$ cat src/rtl/alu_pkg.sv
// Shared constants for the execute-stage ALU datapath.
package alu_pkg;

    localparam int unsigned XLEN = 32;
    localparam int unsigned REGW = 5;

    // ALU function select, taken directly from instruction bits 14:12
    typedef enum logic [2:0] {
        F3_ADD  = 3'b000,
        F3_SLL  = 3'b001,
        F3_SLT  = 3'b010,
        F3_SLTU = 3'b011,
        F3_XOR  = 3'b100,
        F3_SR   = 3'b101,
        F3_OR   = 3'b110,
        F3_AND  = 3'b111
    } funct3_e;

endpackage

$ cat src/rtl/fwd_mux.sv
// Per-source operand forwarding: MEM beats WB beats register file; x0 reads 0.
module fwd_mux #(
    parameter int unsigned XLEN = 32,
    parameter int unsigned REGW = 5
) (
    input  logic [REGW-1:0] idx,
    input  logic [XLEN-1:0] rf_val,
    input  logic            mem_valid,
    input  logic [REGW-1:0] mem_rd,
    input  logic [XLEN-1:0] mem_data,
    input  logic            wb_valid,
    input  logic [REGW-1:0] wb_rd,
    input  logic [XLEN-1:0] wb_data,
    output logic [XLEN-1:0] val
);

    logic mem_hit;
    logic wb_hit;

    // Priority select of the freshest producer for this source index
    always_comb begin
        mem_hit = mem_valid && (mem_rd == idx);
        wb_hit  = wb_valid && (wb_rd == idx);
        val     = rf_val;
        if (idx == '0) begin
            val = '0;
        end else if (mem_hit) begin
            val = mem_data;
        end else if (wb_hit) begin
            val = wb_data;
        end
    end

endmodule

$ cat src/rtl/alu_operand_stage.sv
// Execute-stage operand register feeding the ALU: forwarding, operand
// select, precomputed compares and a valid/ready output register.
module alu_operand_stage #(
    parameter int unsigned XLEN = 32
) (
    input  logic                     clk,
    input  logic                     rst,
    input  logic                     in_valid,
    output logic                     in_ready,
    input  logic [alu_pkg::REGW-1:0] in_rs1,
    input  logic [alu_pkg::REGW-1:0] in_rs2,
    input  logic [alu_pkg::REGW-1:0] in_rd,
    input  logic [XLEN-1:0]          in_rs1_val,
    input  logic [XLEN-1:0]          in_rs2_val,
    input  logic [XLEN-1:0]          in_imm,
    input  logic                     in_use_imm,
    input  logic [2:0]               in_funct3,
    input  logic                     in_b30,
    input  logic                     fwd_mem_valid,
    input  logic                     fwd_wb_valid,
    input  logic [alu_pkg::REGW-1:0] fwd_mem_rd,
    input  logic [alu_pkg::REGW-1:0] fwd_wb_rd,
    input  logic [XLEN-1:0]          fwd_mem_data,
    input  logic [XLEN-1:0]          fwd_wb_data,
    input  logic                     flush,
    input  logic                     out_ready,
    output logic                     out_valid,
    output logic [XLEN-1:0]          alu_a,
    output logic [XLEN-1:0]          alu_b,
    output logic [2:0]               alu_operation,
    output logic                     alu_control,
    output logic                     alu_lt,
    output logic                     alu_ltu,
    output logic [alu_pkg::REGW-1:0] out_rd
);

    import alu_pkg::*;

    logic [XLEN-1:0] rs1_fwd;
    logic [XLEN-1:0] rs2_fwd;
    logic [XLEN-1:0] op_a;
    logic [XLEN-1:0] op_b;
    logic            nxt_control;
    logic            nxt_lt;
    logic            nxt_ltu;
    logic            capture;

    fwd_mux #(
        .XLEN (XLEN),
        .REGW (REGW)
    ) u_fwd_rs1 (
        .idx       (in_rs1),
        .rf_val    (in_rs1_val),
        .mem_valid (fwd_mem_valid),
        .mem_rd    (fwd_mem_rd),
        .mem_data  (fwd_mem_data),
        .wb_valid  (fwd_wb_valid),
        .wb_rd     (fwd_wb_rd),
        .wb_data   (fwd_wb_data),
        .val       (rs1_fwd)
    );

    fwd_mux #(
        .XLEN (XLEN),
        .REGW (REGW)
    ) u_fwd_rs2 (
        .idx       (in_rs2),
        .rf_val    (in_rs2_val),
        .mem_valid (fwd_mem_valid),
        .mem_rd    (fwd_mem_rd),
        .mem_data  (fwd_mem_data),
        .wb_valid  (fwd_wb_valid),
        .wb_rd     (fwd_wb_rd),
        .wb_data   (fwd_wb_data),
        .val       (rs2_fwd)
    );

    // Handshake: a held instruction blocks decode until the consumer takes it
    always_comb begin
        in_ready = !out_valid || out_ready;
        capture  = in_valid && in_ready;
    end

    // Operand select, compares and sub/sra control for the incoming instruction
    always_comb begin
        op_a    = rs1_fwd;
        op_b    = in_use_imm ? in_imm : rs2_fwd;
        nxt_lt  = $signed(op_a) < $signed(op_b);
        nxt_ltu = op_a < op_b;
        // I-type only has an alternate form for shift-right (srai); addi etc. never subtract
        nxt_control = in_b30;
        if (in_use_imm && (in_funct3 != F3_SR)) begin
            nxt_control = 1'b0;
        end
    end

    // Output pipeline register; flush kills validity but data may still load
    always_ff @(posedge clk) begin
        if (rst) begin
            out_valid     <= 1'b0;
            alu_a         <= '0;
            alu_b         <= '0;
            alu_operation <= '0;
            alu_control   <= 1'b0;
            alu_lt        <= 1'b0;
            alu_ltu       <= 1'b0;
            out_rd        <= '0;
        end else begin
            if (capture) begin
                alu_a         <= op_a;
                alu_b         <= op_b;
                alu_operation <= in_funct3;
                alu_control   <= nxt_control;
                alu_lt        <= nxt_lt;
                alu_ltu       <= nxt_ltu;
                out_rd        <= in_rd;
            end
            if (flush) begin
                out_valid <= 1'b0;
            end else if (capture) begin
                out_valid <= 1'b1;
            end else if (out_ready) begin
                out_valid <= 1'b0;
            end
        end
    end

endmodule

$ cat config.mk
export PLATFORM = sky130hd
export DESIGN_NAME = alu_operand_stage
export DESIGN_NICKNAME = d
export VERILOG_FILES = /design/src/rtl/alu_pkg.sv /design/src/rtl/fwd_mux.sv /design/src/rtl/alu_operand_stage.sv
export SDC_FILE = /design/constraint.sdc
export NUM_CORES = 1
export LEC_CHECK = 0
export BUFFER_PORTS_ARGS = -buffer_cell sky130_fd_sc_hd__buf_2
export CAP_MARGIN = 10
export CORE_ASPECT_RATIO = 1.25
export CORE_MARGIN = 5
export CORE_UTILIZATION = 40
export DETAILED_ROUTE_END_ITERATION = 6
export PLACE_DENSITY_LB_ADDON = 0.12
export SYNTH_ARGS = -nofsm -noshare
export SYNTH_HDL_FRONTEND = slang
export SYNTH_SLANG_ARGS = --single-unit
$ cat constraint.sdc
create_clock -name clk -period 3.2 [get_ports clk]
set_clock_uncertainty 0.15 [all_clocks]
set_input_delay 0 -clock clk [delete_from_list [all_inputs] [get_ports clk]]
set_output_delay 0 -clock clk [all_outputs]
set_load 0.02 [all_outputs]
* After elaboration in Yosys (flattened, before gate mapping)
Cells that the tools add are included.
** Cells by class
- Order comparisons :: 2
- Equality and inequality tests :: 5
- Muxes and demuxes :: 10
- Reductions and logical operators :: 12
** Operators with widths (number)
- 2-to-1 mux 32 bit :: 7
- < comparator 32 bit :: 2
- equality test 5 bit :: 4
- logical NOT 5 bit :: 2
- logical AND 1 bit :: 6
- 2-to-1 mux 1 bit :: 3
- != test 3 bit, second input constant :: 1
- nonzero test 2 bit :: 1
- OR reduction 2 bit :: 1
- logical NOT 1 bit :: 1
- logical OR 1 bit :: 1
** Word-level totals
- Bits in registers :: 76
- Bits of input ports :: 197

* Depth between registers and ports, before layout
Gate-level depths: netlist (run 1).
- Depth in word-level cells :: 7
- Depth in mapped cells :: 16
- Depth with buffers taken out :: 14

* Hierarchy
A second synthesis (run 1) with hierarchy kept.
** Unflattened totals
- Cell total of the unflattened synthesis :: 812
- Area total of the unflattened synthesis :: 6073.3 µm²
** Modules (own cells, without submodules)
- alu_operand_stage :: times used 1, cells each 420, area each 3570.9 µm²
- fwd_mux :: times used 2, cells each 196, area each 1251.2 µm²

* Worst setup path before layout (run 1)
No wires, ideal clock.
- Path kind :: input port to flip-flop
- From :: in fwd_wb_rd[3] (netlist bit)
- To :: reg alu_lt
- Setup time :: 0.121 ns
- Arrival time :: 2.850 ns
- Path slack :: 0.079 ns
- Stages :: 16
- Path buffers :: 2
- Path through :: xor2_1 nor4_2 and3_1 buf_6 buf_12 mux2i_1 o21ai_2 a22oi_2 ha_1 nand4_1 or4_1 nand4b_1 a211oi_1 a21oi_1 nand4_1 nand3_1
** Between the ends
- Word-level cells in the longest chain between the ends :: 7
- Elaborated cells on any way between the ends :: 12
- Those cells by class :: order compare (1); eq/ne (2); mux (7); reduce/logical (2)
** Ends and longest elaborated chain
- start, declared :: RTL line alu_operand_stage.sv:22 : input logic [alu_pkg::REGW-1:0] fwd_wb_rd,
- equality test 5 bit :: RTL line fwd_mux.sv:23 : wb_hit = wb_valid && (wb_rd == idx);
- logical AND 1 bit :: RTL line fwd_mux.sv:23
- 2-to-1 mux 32 bit :: RTL line fwd_mux.sv:29 : end else if (wb_hit) begin
- 2-to-1 mux 32 bit :: RTL line fwd_mux.sv:27 : end else if (mem_hit) begin
- 2-to-1 mux 32 bit :: RTL line fwd_mux.sv:25 : if (idx == '0) begin
- 2-to-1 mux 32 bit :: RTL line alu_operand_stage.sv:87 : op_b = in_use_imm ? in_imm : rs2_fwd;
- < comparator 32 bit * :: RTL line alu_operand_stage.sv:88 : nxt_lt = $signed(op_a) < $signed(op_b);
- end signal, assigned :: RTL line alu_operand_stage.sv:114 : alu_lt <= nxt_lt;
- end, declared :: RTL line alu_operand_stage.sv:32 : output logic alu_lt,
Every way passes the cells marked *; elsewhere a longest branch is shown, timed or not.
A chain may end at the register's enable or synchronous reset.

* Worst setup path in the final report (run 1)
- From :: in fwd_wb_rd[1] (netlist bit)
- To :: reg alu_ltu
** Between the ends
- Word-level cells in the longest chain between the ends :: 7
- Elaborated cells on any way between the ends :: 12
- Those cells by class :: order compare (1); eq/ne (2); mux (7); reduce/logical (2)
** Ends and longest elaborated chain
- equality test 5 bit :: RTL line fwd_mux.sv:23
- logical AND 1 bit :: RTL line fwd_mux.sv:23
- 2-to-1 mux 32 bit :: RTL line fwd_mux.sv:29
- 2-to-1 mux 32 bit :: RTL line fwd_mux.sv:27
- 2-to-1 mux 32 bit :: RTL line fwd_mux.sv:25
- 2-to-1 mux 32 bit :: RTL line alu_operand_stage.sv:87
- < comparator 32 bit * :: RTL line alu_operand_stage.sv:89 : nxt_ltu = op_a < op_b;
- end signal, assigned :: RTL line alu_operand_stage.sv:115 : alu_ltu <= nxt_ltu;
- end, declared :: RTL line alu_operand_stage.sv:33 : output logic alu_ltu,
Marked as above.

==> summary.txt, run 1 <==
GRT
  – First-pass GRT wire length: 34580 um
  – Initial antenna violation count: 0
  – Largest net degree at the start of global routing: 79
  – Tot GR Track Use: 0.2437
  – Number of global-route vias before repair: 6828
  – Grt total ovfl: 0

Synth
  – Synthesis-stage register bit count: 76
  – Ys flop type: dfxtp_1
  – FFs w/ async S/R, synth: 0
  – Mean post-synth cell area: 8.577 um2
  – Number of warnings issued by yosys: 0
  – Seq/Total Area, Yosys: 0.2593
  – Post-Syn Area: slightly below 6000 um2
  – Synth cell types: 47
  – Syn Nets: 912
  – Syn Inst Count: 684
  – Post-synth EDFFs: 0

Route
  – DRT antenna net count: 0
  – Wire per inst: between 15 and 20 um
  – Iteration-0 DRC Markers: 213
  – DRC violations left: 0
  – DRT Pass-1 Iters: 5
  – Drt total wl: approximately 21000 um
  – Vias: between 6000 and 7000
  – Vias per cell: 5.216

Power and ir drop
  – Switching Fraction: 0.3127
  – Flop pwr share: 0.325
  – Comb pwr share: 0.331
  – PwrDens: 358.8 nW/um2
  – NetSw: around 0.001 W
  – Clock share of power: 0.343
  – Static Leak: 3.974 nW
  – Peak supply drop: 0.0003349 V
  – Internal power: 0.002217 W

CTS
  – Clk Tree Root Cell: clkbuf_16
  – Worst-path clk slew: 60 ps
  – Inserted Clock Buffers: 9
  – Clk sinks: 76
  – H-Tree Depth: 3
  – Max clock buf depth: 2
  – CTS tree: yes
  – Worst skew pair latency: 340 ps

Die
  – Die H: approximately 150 um
  – DIE WIDTH: 118.3 um
  – Initial core utilization: 0.4072
  – Core area: 14410 um2
  – DIE AREA: 17200 um2
  – Cell Rows: 49
  – I/O pin cnt: between 200 and 300

Timing
  – Final Max Slew Viols: 0
  – Worst hold slack: 7.897 ps
  – Slew margin rel.: 0.2912
  – Least-Margin Pin Slew: 1063 ps
  – RSZ-0062 raised after global routing: true
  – Crit path time final: about 3200 ps
  – Fin. Hold Viols: 0
  – Tcrit/Tclk final: 0.9972
  – Final setup fails: 0
  – Max Freq: 313.4 MHz

Setup path
  – Critical path's most frequent cell: buf_6
  – Max FO, Critical Path: 7
  – Critical path class: in -> reg
  – Crit path launch type: primary input
  – Slowest cell delay on critical path: 440 ps
  – Worst Setup End Kind: flip-flop
  – CP Data Required Time: 3230 ps
  – Critical Path, Cell by Cell: buf_6, xor2_1, nor4_2, and3_4, buf_12, buf_8, buf_6, mux2i_2, o21ai_2, a22oi_2, ha_1, nand4_1, or4_4, nand4b_1, a211oi_2, a21oi_2, nand3_1, a21oi_1
  – Slowest cell on the critical path: or4_4
  – Arr. time, crit path: 3220 ps

Run status
  – Outcome: complete, no violations

Cells and area
  – Final Net Count: 1290
  – Synthesis-to-layout area growth: 53.21%
  – Layout cells sized above 1: 0.4958
  – Most common cell after layout, fill and taps aside: buf_2
  – Final core occ: 0.6239
  – Most frequent cells in the layout: buf_2, nand2_1, buf_4
  – ANT cells: 0

Place
  – Routability Congestion: 0.8606
  – Post-DP HPWL: 16170 um
  – Port Buf Inserts: 273

Hold path
  – Worst Hold Class: in -> reg

Job
  – Max-Cap Viols: 0
==> synth_stat cells, types with 2 or more instances <==
cell,number,area share
buf_12,3,0.010
dfxtp_1,76,0.26
clkbuf_1,24,0.015
buf_4,6,0.0077
buf_2,16,0.014
nor2_1,69,0.044
nand3_1,8,0.0068
a21o_1,4,0.0051
nor4_2,2,0.0043
o21ai_0,6,0.0051
o21ai_2,30,0.045
mux2i_1,62,0.11
xnor2_1,8,0.012
nor3_1,2,0.0017
inv_1,5,0.0032
and3_1,2,0.0021
a211oi_1,5,0.0064
nand4_1,7,0.0075
a21oi_1,57,0.049
or4_1,3,0.0038
and2_1,4,0.0043
nand2_1,126,0.081
ha_1,31,0.066
buf_1,5,0.0032
a22oi_2,30,0.064
xor2_1,12,0.018
a211oi_2,60,0.13
a31oi_1,2,0.0021
==> cell families (layout without fill, tap and decap cells) <==
kind of cell / Yosys count / after routing / share of synthesized area
AO/OA/AOI/OAI: 202 / 202 / 0.3165
XOR/XNOR: 20 / 20 / 0.02986
adder cells (fa/ha/maj): 31 / 31 / 0.06611
buffers and inverters: 61 / 444 / 0.05609
flip-flops: 76 / 76 / 0.2593
multiplexers: 62 / 62 / 0.1058
AND/OR/NAND/NOR: 232 / 232 / 0.1663
==> power by group through the flow <==
| stage | registers (W) | clock network [W] | logic [W] |
|---|---|---|---|
| global route | 0.00106 | 0.00117 | 0.00118 |
| detailed placement | 0.00107 | 0 | 0.000997 |
| CTS | 0.00105 | 0.00114 | 0.00106 |
| floorplan | 0.00115 | 0 | 0.000466 |
| finish | 0.00105 | 0.00111 | 0.00107 |
| global placement | 0.00107 | 0 | 0.000994 |
==> per-stage QoR <==
stage	power, W	setup TNS (ps)	setup slack, ps	std cells	cell area (um2)
after floorplan	0.001618	0	79.19	684	5867
after global placement	0.002062	-688.0	-364.7	1174	8026
after detailed placement	0.002066	-775.1	-407.7	1174	8026
after CTS	0.003246	0	5.458	1243	8891
after global routing	0.003406	-269.7	-139.0	1245	8989
final	0.003225	0	8.832	1245	8989
==> routing by layer <==
metal	part of all wire	GRT usage	vias to the layer above	wire [um]
met5	0	0	-	0
met3	0.070	0.05988	39	1472
met1	0.39	0.2754	2994	8228
li1	-	-	3240	-
met2	0.52	0.4462	221	10960
met4	0.024	0.07573	0	499
==> state kept, by name, summed over array words and instances, names as in the netlist <==
signal and cells:
alu_a 32, alu_b 32, alu_control 1, alu_lt 1, alu_ltu 1, alu_operation 3, out_rd 5, out_valid 1
==> final timing paths <==
kind	from	end	slack, ps	cells past startpoint
worst max-delay path	fwd_wb_rd[1]	alu_ltu$_SDFFE_PP0P_	9	18
worst min-delay path	in_imm[24]	alu_b[24]$_SDFFE_PP0P_	8	4
worst max register to register	out_valid$_SDFFE_PP0P_	alu_b[25]$_SDFFE_PP0P_	1290	5
worst min register to register	alu_a[9]$_SDFFE_PP0P_	alu_a[9]$_SDFFE_PP0P_	300	2
==> critical path, delay by kind of cell <==
family,cells,cell delay [ps]
fa+ha+maj,1,160
xor+xnor,1,160
buf+inv,4,480
simple gates,6,1540
compound gates,5,670
mux,1,200
==> layout make-up <==
cell class | count | area (um2)
clock buffers | 10 | 229.0
clock inverters | 6 | 87.58
multi-input cells | 547 | 4131
inverters | 5 | 18.77
fillers | 1317 | 5419
repair buffers | 423 | 2778
well taps | 178 | 222.7
flip-flops and latches | 76 | 1521
==> timing repair <==
| item | 4_1_cts | 5_1_grt |
|---|---|---|
| hold buffers | 53 | 0 |
| setup endpoints to repair | 2 | 2 |
| endpoints found under the hold margin | 43 | 0 |
| gates resized for setup | 4 | 22 |
| pin swaps | 1 | 10 |
| setup buffers | 0 | 3 |
Power figures use the tool's default switching activity.
==> inputs of run 2 (changes only) <==
--- a/config.mk
+++ b/config.mk
@@ -7,7 +7,7 @@
 export LEC_CHECK = 0
 export BUFFER_PORTS_ARGS = -buffer_cell sky130_fd_sc_hd__buf_2
 export CAP_MARGIN = 10
-export CORE_ASPECT_RATIO = 1.25
+export CORE_ASPECT_RATIO = 0.6
 export CORE_MARGIN = 5
 export CORE_UTILIZATION = 40
 export DETAILED_ROUTE_END_ITERATION = 6
==> summary.txt, run 2 (synthesis gave the netlist of run 1 again) <==
Power and ir drop
  – Static Leak: 4.032 nW
  – Clock share of power: 0.339
  – Comb pwr share: 0.338
  – Internal power: 0.002160 W
  – Switching Fraction: 0.3342
  – PwrDens: 356.1 nW/um2
  – Flop pwr share: 0.324
  – NetSw: 0.001084 W
  – Peak supply drop: 0.0002099 V

Place
  – Routability Congestion: 0.9015
  – Post-DP HPWL: roughly 17000 um
  – Port Buf Inserts: 273
  – DP Area: 8122 um2

Die
  – Cell Rows: 34
  – I/O pin cnt: 274
  – DIE AREA: roughly 17000 um2
  – Die H: a little over 100 um
  – Core area: 14420 um2
  – DIE WIDTH: approximately 170 um
  – Initial core utilization: 0.4068

Setup path
  – Max FO, Critical Path: 8
  – Critical Path, Cell by Cell: buf_4, xor2_4, nor4_4, and3_4, buf_12, buf_12, mux2i_2, o21ai_2, a22oi_2, ha_1, nand4_1, or4_4, nand4b_1, a311o_1, nand3_1, a21oi_1
  – CP Data Required Time: about 3200 ps
  – Critical path's most frequent cell: buf_12
  – Crit path launch type: primary input
  – CP top delay family: simple AND/OR/NAND/NOR gates
  – Buf+Inv Stages, Crit Path: 3
  – Slowest cell delay on critical path: 550 ps
  – Flop2flop setup slack: roughly 1300 ps
  – Slowest cell on the critical path: or4_4
  – Worst Setup End Kind: flip-flop
  – Arr. time, crit path: 3210 ps
  – Critical path class: in -> reg

Timing
  – Least-Margin Pin Slew: 1063 ps
  – Slew margin rel.: 0.2915
  – Crit path time final: 3185 ps
  – Final Max Slew Viols: 0
  – Fin. Hold Viols: 0
  – Tcrit/Tclk final: 0.9953
  – RSZ-0062 raised after global routing: true
  – Max Freq: 314.0 MHz
  – Final setup fails: 0
  – Post-route setup TNS: 0 ps

Route
  – DRC violations left: 0
  – Vias: 6512
  – Wire per inst: 17.41 um
  – Drt total wl: about 22000 um
  – Iteration-0 DRC Markers: between 400 and 500
  – Vias per cell: between 5 and 6
  – DRT Pass-1 Iters: 5
  – DRT antenna net count: 0

GRT
  – Grt total ovfl: 0
  – Largest net degree at the start of global routing: 79
  – First-pass GRT wire length: approximately 35000 um
  – Number of global-route vias before repair: about 6500
  – Tot GR Track Use: 0.2476
  – Initial antenna violation count: 1

Cells and area
  – Most frequent cells in the layout: buf_2, nand2_1, buf_4
  – Biggest regs: alu_a (32), alu_b (32), out_rd (5)
  – FF/Latch Area: 1521 um2
  – Synthesis-to-layout area growth: 55.28%
  – Layout cells sized above 1: 0.5135
  – Filler instances: 1282
  – Multi-input combinational cell area: 4168 um2
  – ANT cells: 0
  – Most common cell after layout, fill and taps aside: buf_2
  – Final Net Count: between 1000 and 1500
  – Design area: 9110 um2

CTS
  – H-Tree Depth: 3
  – Worst skew pair latency: 340 ps
  – Max clock buf depth: 2
  – Worst-path clk slew: 70 ps
  – Clk Tree Root Cell: clkbuf_16
  – Inserted Clock Buffers: 9
  – CTS tree: yes
  – Clk sinks: 76

Run status
  – Outcome: complete, no violations

Job
  – Max-Cap Viols: 0

Hold path
  – Worst Hold Class: in -> reg
run 2: stage by stage:
stage / hold slack (ps) / util / setup WS, ps / instances / total power [W]
after global placement: 14.93 / 0.5632 / -366.2 / 1200 / 0.002072
after global routing: 7.311 / 0.6317 / -143.0 / 1271 / 0.003409
after detailed placement: 18.57 / 0.5632 / -463.7 / 1200 / 0.002074
after floorplan: -77.24 / - / 79.19 / 684 / 0.001618
final: 5.045 / 0.6317 / 15.11 / 1271 / 0.003244
after CTS: 2.317 / 0.6228 / -3.320 / 1266 / 0.003239
run 2: per-layer routing:
metal  vias up  part of all wire  GRT usage  wire length [um]
li1       3249                 -          -                 -
met1      2974              0.49     0.3630             10740
met2       253              0.43     0.3664              9450
met3        34             0.071    0.05748              1571
met4         2             0.016    0.06013               359
met5         -           0.00032          0                 7
run 2: worst paths after layout:
path	to	from	cells past startpoint
setup / recovery	alu_ltu$_SDFFE_PP0P_	fwd_wb_rd[0]	16
setup reg to reg	alu_control$_SDFFE_PP0P_	out_valid$_SDFFE_PP0P_	5
hold / removal	alu_b[31]$_SDFFE_PP0P_	in_imm[31]	4
hold reg to reg	out_rd[1]$_SDFFE_PP0P_	out_rd[1]$_SDFFE_PP0P_	2
run 2: worst register-to-register path, delay by kind of cell (launching register included):
family | cells | cell delay, ps
compound gates | 1 | 120
buf+inv | 1 | 580
simple gates | 3 | 680
flops | 1 | 310
run 2: area by class of cell:
cell class,instances,share of cell area
multi-input combinational,547,0.4575
timing repair buffer,429,0.3112
sequential,76,0.1670
tap,198,0.02719
clock buffer,9,0.02472
clock inverter,7,0.01030
inverter,5,0.002060
run 2: repair_timing:
action,CTS,global route
endpoints found under the setup margin,2,2
pin swaps,24,17
setup buffers,9,5
hold buffers,41,0
gates resized for setup,13,18
hold endpoints to repair,33,0
run 2: power groups by stage:
stage                     clock [W]  combinational (W)  sequential, W
after floorplan                   0           0.000466        0.00115
after global placement            0            0.00100        0.00107
after detailed placement          0            0.00100        0.00107
after CTS                   0.00112            0.00107        0.00105
after global routing        0.00116            0.00119        0.00106
final                       0.00110            0.00110        0.00105
==> inputs of run 3 (changes only) <==
--- a/config.mk
+++ b/config.mk
@@ -7,11 +7,14 @@
 export LEC_CHECK = 0
 export BUFFER_PORTS_ARGS = -buffer_cell sky130_fd_sc_hd__buf_2
 export CAP_MARGIN = 10
+export CELL_PAD_IN_SITES_DETAIL_PLACEMENT = 0
+export CELL_PAD_IN_SITES_GLOBAL_PLACEMENT = 1
 export CORE_ASPECT_RATIO = 0.6
 export CORE_MARGIN = 5
-export CORE_UTILIZATION = 40
+export CORE_UTILIZATION = 31
 export DETAILED_ROUTE_END_ITERATION = 6
 export PLACE_DENSITY_LB_ADDON = 0.12
+export SLEW_MARGIN = 5
 export SYNTH_ARGS = -nofsm -noshare
 export SYNTH_HDL_FRONTEND = slang
 export SYNTH_SLANG_ARGS = --single-unit
==> summary.txt, run 3 (synthesis gave the netlist of run 1 again) <==
Timing
  – Max Freq: 309.8 MHz
  – Tcrit/Tclk final: 1.009
  – Crit path time final: 3228 ps
  – Final worst slack: -28.16 ps
  – Post-route setup TNS: -28.16 ps
  – Slew margin rel.: 0.2526
  – RSZ-0062 raised after global routing: true
  – Final Max Slew Viols: 0
  – Least-Margin Pin Slew: 1121 ps
  – Final setup fails: 1
  – Fin. Hold Viols: 0

Cells and area
  – Synthesis-to-layout area growth: 62.12%
  – Biggest regs: alu_a (32), alu_b (32), out_rd (5)
  – Most common cell after layout, fill and taps aside: buf_2
  – Final Net Count: roughly 1300
  – Most frequent cells in the layout: buf_2, nand2_1, buf_4
  – Layout Cells excl Fill: about 1400
  – Layout cells sized above 1: 0.5199
  – Final core occ: 0.5063

Power and ir drop
  – Switching Fraction: 0.3415
  – Clock share of power: 0.314
  – PwrDens: 336.1 nW/um2
  – Static Leak: between 4 and 5 nW
  – NetSw: approximately 0.0011 W
  – Pwr Total: about 0.0032 W
  – Flop pwr share: 0.328
  – Internal power: 0.002105 W
  – Peak supply drop: between 0.0002 and 0.0003 V
  – Comb pwr share: 0.358

Die
  – Initial core utilization: 0.3123
  – I/O pin cnt: 274
  – Core area: 18790 um2
  – DIE AREA: 21870 um2
  – Cell Rows: 39
  – DIE WIDTH: roughly 190 um
  – Die H: about 120 um

CTS
  – Max clock buf depth: 2
  – Inserted Clock Buffers: 9
  – Worst skew pair latency: 340 ps
  – Worst-path clk slew: roughly 70 ps
  – Clk sinks: 76
  – CTS tree: yes
  – H-Tree Depth: 3
  – Clk Tree Root Cell: clkbuf_16

Route
  – Max layer used: met5
  – Drt total wl: approximately 24000 um
  – Routed met1 length: 12310 um
  – DRC violations left: 0
  – Wire length on met3: 1457 um
  – DRT Pass-1 Iters: 4
  – DRT antenna net count: 0
  – Vias: between 6000 and 7000
  – Vias per cell: between 4 and 5
  – Iteration-0 DRC Markers: 348
  – Wire per inst: approximately 18 um
  – Met2 routed WL: about 10000 um

GRT
  – Initial antenna violation count: 5
  – Grt total ovfl: 0
  – Number of global-route vias before repair: 6602
  – First-pass GRT wire length: 36890 um
  – Largest net degree at the start of global routing: 79
  – Tot GR Track Use: 0.2137

Setup path
  – Max FO, Critical Path: 5
  – Crit path launch type: primary input
  – Slowest cell delay on critical path: 560 ps
  – Arr. time, crit path: around 3300 ps
  – Critical path's most frequent cell: a21oi_2
  – Slowest cell on the critical path: or4_4
  – CP top delay family: simple AND/OR/NAND/NOR gates
  – Critical Path, Cell by Cell: buf_8, xor2_2, nor4_2, and3_4, buf_12, buf_6, mux2i_4, o21ai_2, a22oi_2, ha_1, nand4_1, or4_4, nand4b_1, a211oi_2, a21oi_2, nand3_1, a21oi_2
  – Buf+Inv Stages, Crit Path: 3
  – Critical path class: in -> reg
  – Worst Setup End Kind: flip-flop
  – CP Data Required Time: 3230 ps

Hold path
  – Worst Hold Class: in -> reg

Place
  – Post-DP HPWL: 18260 um
  – Routability Congestion: 0.8046
  – Pre-CTS WS: -521.4 ps
  – Port Buf Inserts: 273
  – Placed Cells: 1254

Run status
  – Failing checks: setup timing
  – Outcome: finished with violations

Job
  – Max-Cap Viols: 0
==> run 3: cell types whose count changed in the layout (fill, tap and decap cells not counted), sizes merged <==
cell         previous run  this run
buf                   388       404
inv                     8         9
dlygate4sd3            41        55
bufinv                  1         0
diode                   0         2
clkbuf                  9        10
==> run 3: layer usage <==
metal / global-route usage / up-vias
met2: 0.3145 / 190
met3: 0.05854 / 28
li1: - / 3301
met4: 0.04936 / 6
met1: 0.3109 / 2924
met5: 0 / -
==> run 3: stage by stage <==
step / hold slack (ps) / instance area (um2)
final: 10.53 / 9512
after global routing: 15.39 / 9512
after CTS: 2.942 / 9319
after detailed placement: 12.51 / 8252
after global placement: 16.76 / 8252
after floorplan: -77.24 / 5867
==> run 3: area by class of cell <==
cell class / count / area, um2
flip-flops and latches: 76 / 1521
well taps: 246 / 307.8
multi-input cells: 547 / 4202
inverters: 5 / 18.77
diodes: 2 / 5.005
clock buffers: 9 / 225.2
repair buffers: 460 / 3177
fillers: 1914 / 9275
clock inverters: 7 / 55.05
==> run 3: power groups by stage <==
stage	Combinational (W)	Clock (W)	Sequential, W
floorplan	0.000466	0	0.00115
global placement	0.00105	0	0.00107
detailed placement	0.00104	0	0.00107
CTS	0.00112	0.00104	0.00105
global route	0.00125	0.00108	0.00106
finish	0.00115	0.00100	0.00105
==> run 3: path summary, 6_finish.rpt <==
kind,from,to,slack (ps),depth (start not counted)
hold / removal,in_rs1_val[4],alu_a[4]$_SDFFE_PP0P_,10,5
hold reg to reg,alu_a[10]$_SDFFE_PP0P_,alu_a[10]$_SDFFE_PP0P_,300,2
setup / recovery,in_rs2[0],alu_ltu$_SDFFE_PP0P_,-30,17
setup reg to reg,out_valid$_SDFFE_PP0P_,alu_control$_SDFFE_PP0P_,1130,5
==> run 3: repair_timing <==
item                                    CTS  global route
buffers inserted                         19             5
endpoints found under the setup margin    2             2
endpoints found under the hold margin    46             0
gates resized for setup                   9            35
cloned                                    1             1
hold buffers                             55             0
pin swaps                                14            33
==> run 3: tightest hold or removal path: cells and delay by family <==
| family | cells | cell delay (ps) |
|---|---|---|
| AO/OA/AOI/OAI | 2 | 150 |
| buffers and inverters | 1 | 100 |
| multiplexers | 1 | 160 |
| AND/OR/NAND/NOR | 1 | 60 |
